--- src/rtl/tmr_cmp_pkg.sv ---
// Shared definitions for the timer compare/PWM stage: register map, CTRL and
// STATUS bit positions, and the packed CTRL register layout.
package tmr_cmp_pkg;

  localparam int TMR_CCR  = 0;
  localparam int TMR_CTRL = 1;
  localparam int TMR_STAT = 2;

  localparam int CTRL_PWM_EN   = 0;
  localparam int CTRL_IE_MATCH = 1;
  localparam int CTRL_IE_OVF   = 2;
  localparam int CTRL_PWM_POL  = 3;
  localparam int CTRL_W        = 4;

  localparam int STAT_MATCH = 0;
  localparam int STAT_OVF   = 1;

  typedef struct packed {
    logic pwm_pol;
    logic ie_ovf;
    logic ie_match;
    logic pwm_en;
  } ctrl_t;

endpackage

--- src/rtl/tmr_regs.sv ---
// Bus-visible register file for tmr_cmp: CCR shadow, CTRL, sticky W1C flags
// and the registered read port.
module tmr_regs
  import tmr_cmp_pkg::*;
#(
  parameter int W      = 16,
  parameter int ADDR_W = 2
) (
  input  logic              clk,
  input  logic              rst_n,
  input  logic              wr_en,
  input  logic              rd_en,
  input  logic [ADDR_W-1:0] addr,
  input  logic [W-1:0]      wr_data,
  input  logic              match_ev,
  input  logic              ovf_ev,
  output logic [W-1:0]      ccr_shadow,
  output ctrl_t             ctrl,
  output logic              match_f,
  output logic              ovf_f,
  output logic [W-1:0]      rd_data
);

  logic         wr_ccr;
  logic         wr_ctrl;
  logic         wr_stat;
  logic         clr_match;
  logic         clr_ovf;
  logic [W-1:0] rd_mux;

  assign wr_ccr    = wr_en && (addr == ADDR_W'(TMR_CCR));
  assign wr_ctrl   = wr_en && (addr == ADDR_W'(TMR_CTRL));
  assign wr_stat   = wr_en && (addr == ADDR_W'(TMR_STAT));
  assign clr_match = wr_stat && wr_data[STAT_MATCH];
  assign clr_ovf   = wr_stat && wr_data[STAT_OVF];

  // NOTE: rd_mux gets a full default before the case so no latch is inferred.
  always_comb begin
    rd_mux = '0;
    case (addr)
      ADDR_W'(TMR_CCR):  rd_mux = ccr_shadow;
      ADDR_W'(TMR_CTRL): rd_mux[CTRL_W-1:0] = ctrl;
      ADDR_W'(TMR_STAT): begin
        rd_mux[STAT_MATCH] = match_f;
        rd_mux[STAT_OVF]   = ovf_f;
      end
      default: rd_mux = '0;
    endcase
  end

  // NOTE: state uses non-blocking assignments, so a same-cycle read sees the
  // pre-write register values.
  always_ff @(posedge clk or negedge rst_n) begin
    if (!rst_n) begin
      ccr_shadow <= '0;
      ctrl       <= '0;
      match_f    <= 1'b0;
      ovf_f      <= 1'b0;
      rd_data    <= '0;
    end else begin
      if (wr_ccr)  ccr_shadow <= wr_data;
      if (wr_ctrl) ctrl       <= ctrl_t'(wr_data[CTRL_W-1:0]);
      // A new event outranks a simultaneous write-1-to-clear.
      match_f <= match_ev | (match_f & ~clr_match);
      ovf_f   <= ovf_ev   | (ovf_f   & ~clr_ovf);
      if (rd_en)   rd_data <= rd_mux;
    end
  end

endmodule

--- src/rtl/tmr_cmp.sv ---
// Compare/PWM stage fed by the live timer count: period-boundary CCR reload,
// registered PWM output and registered level interrupt.
module tmr_cmp
  import tmr_cmp_pkg::*;
#(
  parameter int W      = 16,
  parameter int ADDR_W = 2
) (
  input  logic              clk,
  input  logic              rst_n,
  input  logic [W-1:0]      TMR,
  input  logic [W-1:0]      PR,
  input  logic              EN_TMR,
  input  logic              wr_en,
  input  logic              rd_en,
  input  logic [ADDR_W-1:0] addr,
  input  logic [W-1:0]      wr_data,
  output logic [W-1:0]      rd_data,
  output logic              pwm_out,
  output logic              irq
);

  logic [W-1:0] ccr_shadow;
  logic [W-1:0] ccr_active;
  ctrl_t        ctrl;
  logic         match_f;
  logic         ovf_f;
  logic         ovf_ev;
  logic         match_ev;
  logic         pwm_raw;

  assign ovf_ev   = EN_TMR && (TMR >= PR);
  assign match_ev = EN_TMR && (TMR == ccr_active);
  assign pwm_raw  = ctrl.pwm_en && EN_TMR && (TMR < ccr_active);

  tmr_regs #(.W(W), .ADDR_W(ADDR_W)) u_regs (
    .clk        (clk),
    .rst_n      (rst_n),
    .wr_en      (wr_en),
    .rd_en      (rd_en),
    .addr       (addr),
    .wr_data    (wr_data),
    .match_ev   (match_ev),
    .ovf_ev     (ovf_ev),
    .ccr_shadow (ccr_shadow),
    .ctrl       (ctrl),
    .match_f    (match_f),
    .ovf_f      (ovf_f),
    .rd_data    (rd_data)
  );

  // Duty changes land only at the wrap, or at once while the timer is stopped.
  always_ff @(posedge clk or negedge rst_n) begin
    if (!rst_n) begin
      ccr_active <= '0;
      pwm_out    <= 1'b0;
      irq        <= 1'b0;
    end else begin
      if (ovf_ev || !EN_TMR) ccr_active <= ccr_shadow;
      pwm_out <= pwm_raw ^ ctrl.pwm_pol;
      irq     <= (match_f & ctrl.ie_match) | (ovf_f & ctrl.ie_ovf);
    end
  end

endmodule

--- config.mk ---
export PLATFORM = sky130hd
export DESIGN_NAME = tmr_cmp
export DESIGN_NICKNAME = d
export VERILOG_FILES = /design/src/rtl/tmr_cmp_pkg.sv /design/src/rtl/tmr_regs.sv /design/src/rtl/tmr_cmp.sv
export SDC_FILE = /design/constraint.sdc
export NUM_CORES = 1
export LEC_CHECK = 0
export CAP_MARGIN = 20
export CELL_PAD_IN_SITES_DETAIL_PLACEMENT = 0
export CELL_PAD_IN_SITES_GLOBAL_PLACEMENT = 1
export CORE_MARGIN = 2
export CORE_UTILIZATION = 42
export DETAILED_ROUTE_END_ITERATION = 8
export GPL_TIMING_DRIVEN = 0
export PLACE_DENSITY_LB_ADDON = 0.25
export SLEW_MARGIN = 10
export SYNTH_ARGS = -nofsm -noshare
export SYNTH_HDL_FRONTEND = slang
export SYNTH_SLANG_ARGS = --single-unit
--- constraint.sdc ---
create_clock -name clk -period 4.6 [get_ports clk]
set_input_delay 1.15 -clock clk [delete_from_list [all_inputs] [get_ports clk]]
set_output_delay 1.15 -clock clk [all_outputs]
set_load 0.02 [all_outputs]
# Word-level counts from Yosys, hierarchy flattened
# Cells that the tools add are included.
# Widths: inputs -> output; s select.
[word_totals]
memories = 0
output_inout_bits = 18
reg_bits = 56
inputBits = 55
latch_bits = 0
rom_bits = 0
ramBits = 0
elab_cells = 41
[op_classes]
multipliers = 0
shifts = 0
eq_ne = 3
div = 0
muxes = 3
bitwise_logic = 10
addsub = 0
reduce_logical = 12
order_cmp = 2
[op_table]
columns = ["operator", "count"]
rows = [
  ["$eq 16x16->1", 1],
  ["$ge 16x16->1", 1],
  ["$lt 16x16->1", 1],
  ["$mux 12", 1],
  ["$logic_and 1x1->1", 9],
  ["$pmux 2 s3", 1],
  ["$and 1x1->1", 4],
  ["$pmux 2 s2", 1],
  ["$or 1x1->1", 3],
  ["$eq 2x1->1 const B", 1],
  ["$eq 2x2->1 const B", 1],
  ["$logic_not 2->1", 1],
  ["$not 1->1", 2],
  ["$logic_not 1->1", 1],
  ["$logic_or 1x1->1", 1],
  ["$xor 1x1->1", 1],
]

# Longest topological paths before layout
[depth]
word_depth = 6
mapped_depth = 8
depth_no_buf = 7

# Modules after synthesis
# Synthesis repeated with hierarchy kept, for this count alone.
[unflattened]
cells_unflattened = 247
area_unflattened_um2 = 3050.4
[modules_own_cells]
columns = ["mod", "area_each_um2", "cells_per_inst", "n_inst", "seq_area_each_um2"]
rows = [
  ["tmr_cmp", 1546.5, 151, 1, 450.4],
  ["tmr_regs", 1503.9, 96, 1, 950.9],
]

# Worst setup path after synthesis
# Ideal clock, no wire load.
[synth_path]
kind = "input port to flip-flop"
from = "input port PR[1]"
to = "register ccr_active[10]"
t_required_ns = 4.475
n_path_buf = 1
setup_slack_ns = 1.690
setup_time_ns = 0.125
cell_stages = 8
t_arrival_ns = 2.785
cell_sequence = "inv_1 > ha_1 > nor2b_1 > o211a_1 > o311ai_2 > nand4_4 > buf_6 > mux2_4"
[synth_via]
elab_chain_len = 3
[synth_rtl]
columns = ["element", "line_no", "rtl"]
rows = [
  ["start: declaration", "tmr_cmp.sv:12", "input logic [W-1:0] PR,"],
  ["$ge 16x16->1", "tmr_cmp.sv:32", "assign ovf_ev = EN_TMR && (TMR >= PR);"],
  ["$logic_and 1x1->1", "tmr_cmp.sv:32", ""],
  ["$logic_or 1x1->1", "tmr_cmp.sv:59", "if (ovf_ev || !EN_TMR) ccr_active <= ccr_shadow;"],
  ["end signal: assignment", "tmr_cmp.sv:59", ""],
  ["end: declaration", "tmr_cmp.sv:24", "logic [W-1:0] ccr_active;"],
]
# Every way passes these cells.
# A chain may end at the register's enable or synchronous reset.

# Worst setup path in the final report
[layout_path]
from = "input port PR[15]"
to = "register ccr_active[6]"
# The elaborated chain is that of the path after synthesis.

==> impl_results.md <==
- Status: completed
- PD cells: 319.6 mW/mm^2
- Comb pwr share: 29.5%
- Unrepaired setup endpoints after global routing: no
- Synthesized Nets: 363
- Sequential power share: 50.8%
- Share of cells above drive strength 1: 13.84%
- CP Cell Sequence: clkdlybuf4s50_1 > inv_1 > ha_1 > nand2_1 > nor4_1 > o311ai_2 > nand4_4 > buf_6 > mux2_4
- First-pass GRT wire length: 10,120 um
- Die extent in y: 89.00 um
- Clock sinks: 56
- Final Max Slew Viols: 0
- Area growth syn-to-layout: 30.10%
- Sw power: 0.0003649 W
- ANT nets after route: 0
- Largest cells by area after synthesis: dfrtp_1 (46%), ha_1 (13%), mux2_2 (9.6%), inv_1 (5.6%), mux2_4 (4.9%)
- Final Net Count: 441
- Post-synth top area cell: dfrtp_1
- Post-synth ARST share: 100.0%
- Antenna cells: 0
- Post-synth EDFFs: 0
- CP Max Fanout: 10
- DRC errors left: 0
- Die X: 89.00 um
- Top-area cell type share of the netlist area: 46.19%
- Switching part of the total: 28.92%
- Clk_lat worst skew: 0.30 ns
- Post-Route WL: 6222 um
- Post_cts resized: 0
- Commonest cells after routing, fill and taps aside: clkdlybuf4s50_1 (69), dfrtp_1 (56), inv_1 (45)
- Htree depth: 2
- Yosys warns: 0
- Post-DP HPWL: 4953 um
- Crit share post-route: 74.85%
- Crit path DAT: 3.64 ns
- Hold_ws: 0.5104 ns
- I/O pin count: 73
- Port Buffers: 70
- Slowest CP cell: nor4_1
- Post-synthesis sequential area ratio: 46.19%
- Initial antenna violation count: 0
- Final-report setup violation count: 0
- Commonest non-fill, non-tap cell in the layout: clkdlybuf4s50_1
- Setup TNS: 0 ns
- Worst-case clock skew: 0.005714 ns
- Critical path required time: 4.79 ns
- Syn avg cell area: 10.99 um^2
- Post-Synthesis Cells: 276
- TritonCTS clock tree: built
- Int Power: 0.0008967 W
- Worst-margin pin slew: 0.6288 ns
- Starting Density: 43.93%
- GR Overflow Total: 0
- TritonCTS Buffers: 5
- Critical Path Sink Type: flop
- Via density: 4.849
- Hold WC Path Type: flop to flop
- Die area: 0.007920 mm^2
- Slew headroom: 57.69%
- Vias in the first global route: 2,144
- Unique masters post-synth: 35
- Fmax: 290.4 MHz
- Setup Buffers After CTS: 0
- Util after Layout: 57.16%
- Iteration-0 DRC Markers: 93
- CTS max path bufs: 2
- CTS clock-pin slew for the worst setup and hold paths: 0.09 ns
- Register bit count reported by yosys: 56
- Core Box Area: 0.006907 mm^2
- Fin crit period: 3.443 ns
- Pleak: 1.843 nW
- Root Driver: clkbuf_8
- Drt pass-1 iters: 4
- Post-CTS Hold Buffers: 0
- Final Hold Viols: 0
- Clock network fraction of total power: 19.8%
- Max IR drop VDD: 0.2668 mV
- Largest net degree at the start of global routing: 38
- Ys flop type: dfrtp_1
- Drt wl/cell: 13.83 um
- Total track usage: 16.77%
- Number of max-cap violations: 0
- CP Class: input pin to flop
- DR vias: 2,182
- Rows: 30
- Worst path max stage delay: 0.57 ns
- Post-synthesis instance area: 0.003034 mm^2
- GPL Wtd Cong: 0.8287
- PnR Total Power: 0.001262 W
- Crit start category: input pin
-- area by class of cell --
| type | count | area, um^2 |
|---|---|---|
| clock buffer | 6 | 72.57 |
| timing repair buffer | 71 | 715.7 |
| tap | 96 | 120.1 |
| multi-input combinational | 168 | 1429 |
| sequential | 56 | 1401 |
| fill | 609 | 2959 |
| inverter | 45 | 168.9 |
| buffer | 7 | 35.03 |
| clock inverter | 1 | 5.005 |
-- layer usage --
metal  vias to the layer above  wire length [um]  global-route usage (%)
li1                       1102                 -                       -
met1                      1008              3204                   24.75
met2                        62              2582                   24.69
met3                        10               284                   2.401
met4                         0               151                   7.327
met5                         -                 0                       0
-- cell families (layout without fill, tap and decap cells) --
| kind of cell | after synthesis | after routing | synth area share [%] |
|---|---|---|---|
| AO/OA/AOI/OAI | 42 | 42 | 8.619 |
| XOR/XNOR | 1 | 1 | 0.2887 |
| adder cells (fa/ha/maj) | 32 | 32 | 13.20 |
| buffers and inverters | 52 | 130 | 6.721 |
| flip-flops | 56 | 56 | 46.19 |
| multiplexers | 40 | 40 | 15.92 |
| AND/OR/NAND/NOR | 53 | 53 | 9.072 |
-- path summary, 6_finish.rpt --
kind	start	endpoint	slack, ns	cells after the start
max	PR[15]	ccr_active[6]$_DFFE_PN0P_	1.16	9
min	ccr_active[3]$_DFFE_PN0P_	ccr_active[3]$_DFFE_PN0P_	0.51	1
max reg2reg	ccr_active[14]$_DFFE_PN0P_	pwm_out$_DFF_PN0_	2.67	7
min reg2reg	ccr_active[3]$_DFFE_PN0P_	ccr_active[3]$_DFFE_PN0P_	0.51	1
max in group asynchronous	rst_n	ccr_active[0]$_DFFE_PN0P_	3.28	2
min in group asynchronous	rst_n	u_regs.rd_data[9]$_DFFE_PN0P_	0.78	1
-- critical path: cells and delay by family --
family | cells | cell delay [ns]
AND/OR/NAND/NOR | 3 | 0.89
AO/OA/AOI/OAI | 1 | 0.30
adder cells (fa/ha/maj) | 1 | 0.28
multiplexers | 1 | 0.31
buffers and inverters | 3 | 0.70
-- metrics by stage --
stage	setup slack [ns]	std cells	area, um^2
floorplan	1.690	276	3034
global placement	0.6997	442	3855
detailed placement	0.8734	443	3870
CTS	1.207	450	3948
global route	1.122	450	3948
finish	1.157	450	3948
-- power groups by stage --
stage	combinational (W)	clock, W	sequential, W
6_report	0.000372	0.000249	0.000640
2_1_floorplan	0.000214	0	0.000654
3_5_place_dp	0.000375	0	0.000652
5_1_grt	0.000415	0.000283	0.000656
4_1_cts	0.000377	0.000261	0.000643
3_3_place_gp	0.000365	0	0.000649
-- cells in the mapped netlist, types with 2 or more instances --
master	n
dfrtp_1	56
inv_1	45
ha_1	32
mux2_2	26
nand2_1	24
o21ai_0	14
a21oi_1	13
mux2_4	10
nand3_1	6
nor2_1	6
clkbuf_1	5
mux2i_1	4
nand4_1	4
nor2b_1	4
a211oi_1	2
a21o_1	2
a22o_1	2
and4_1	2
nor4_1	2
o22ai_1	2
-- flip-flops by register name, indices dropped and copies added (netlist names) --
name and cells:
u_regs.ccr_shadow 16, irq 1, u_regs.ovf_f 1, u_regs.rd_data 16, u_regs.match_f 1, ccr_active 16
pwm_out 1, u_regs.ctrl 4
Note: power is estimated with default switching activity, not from simulation.
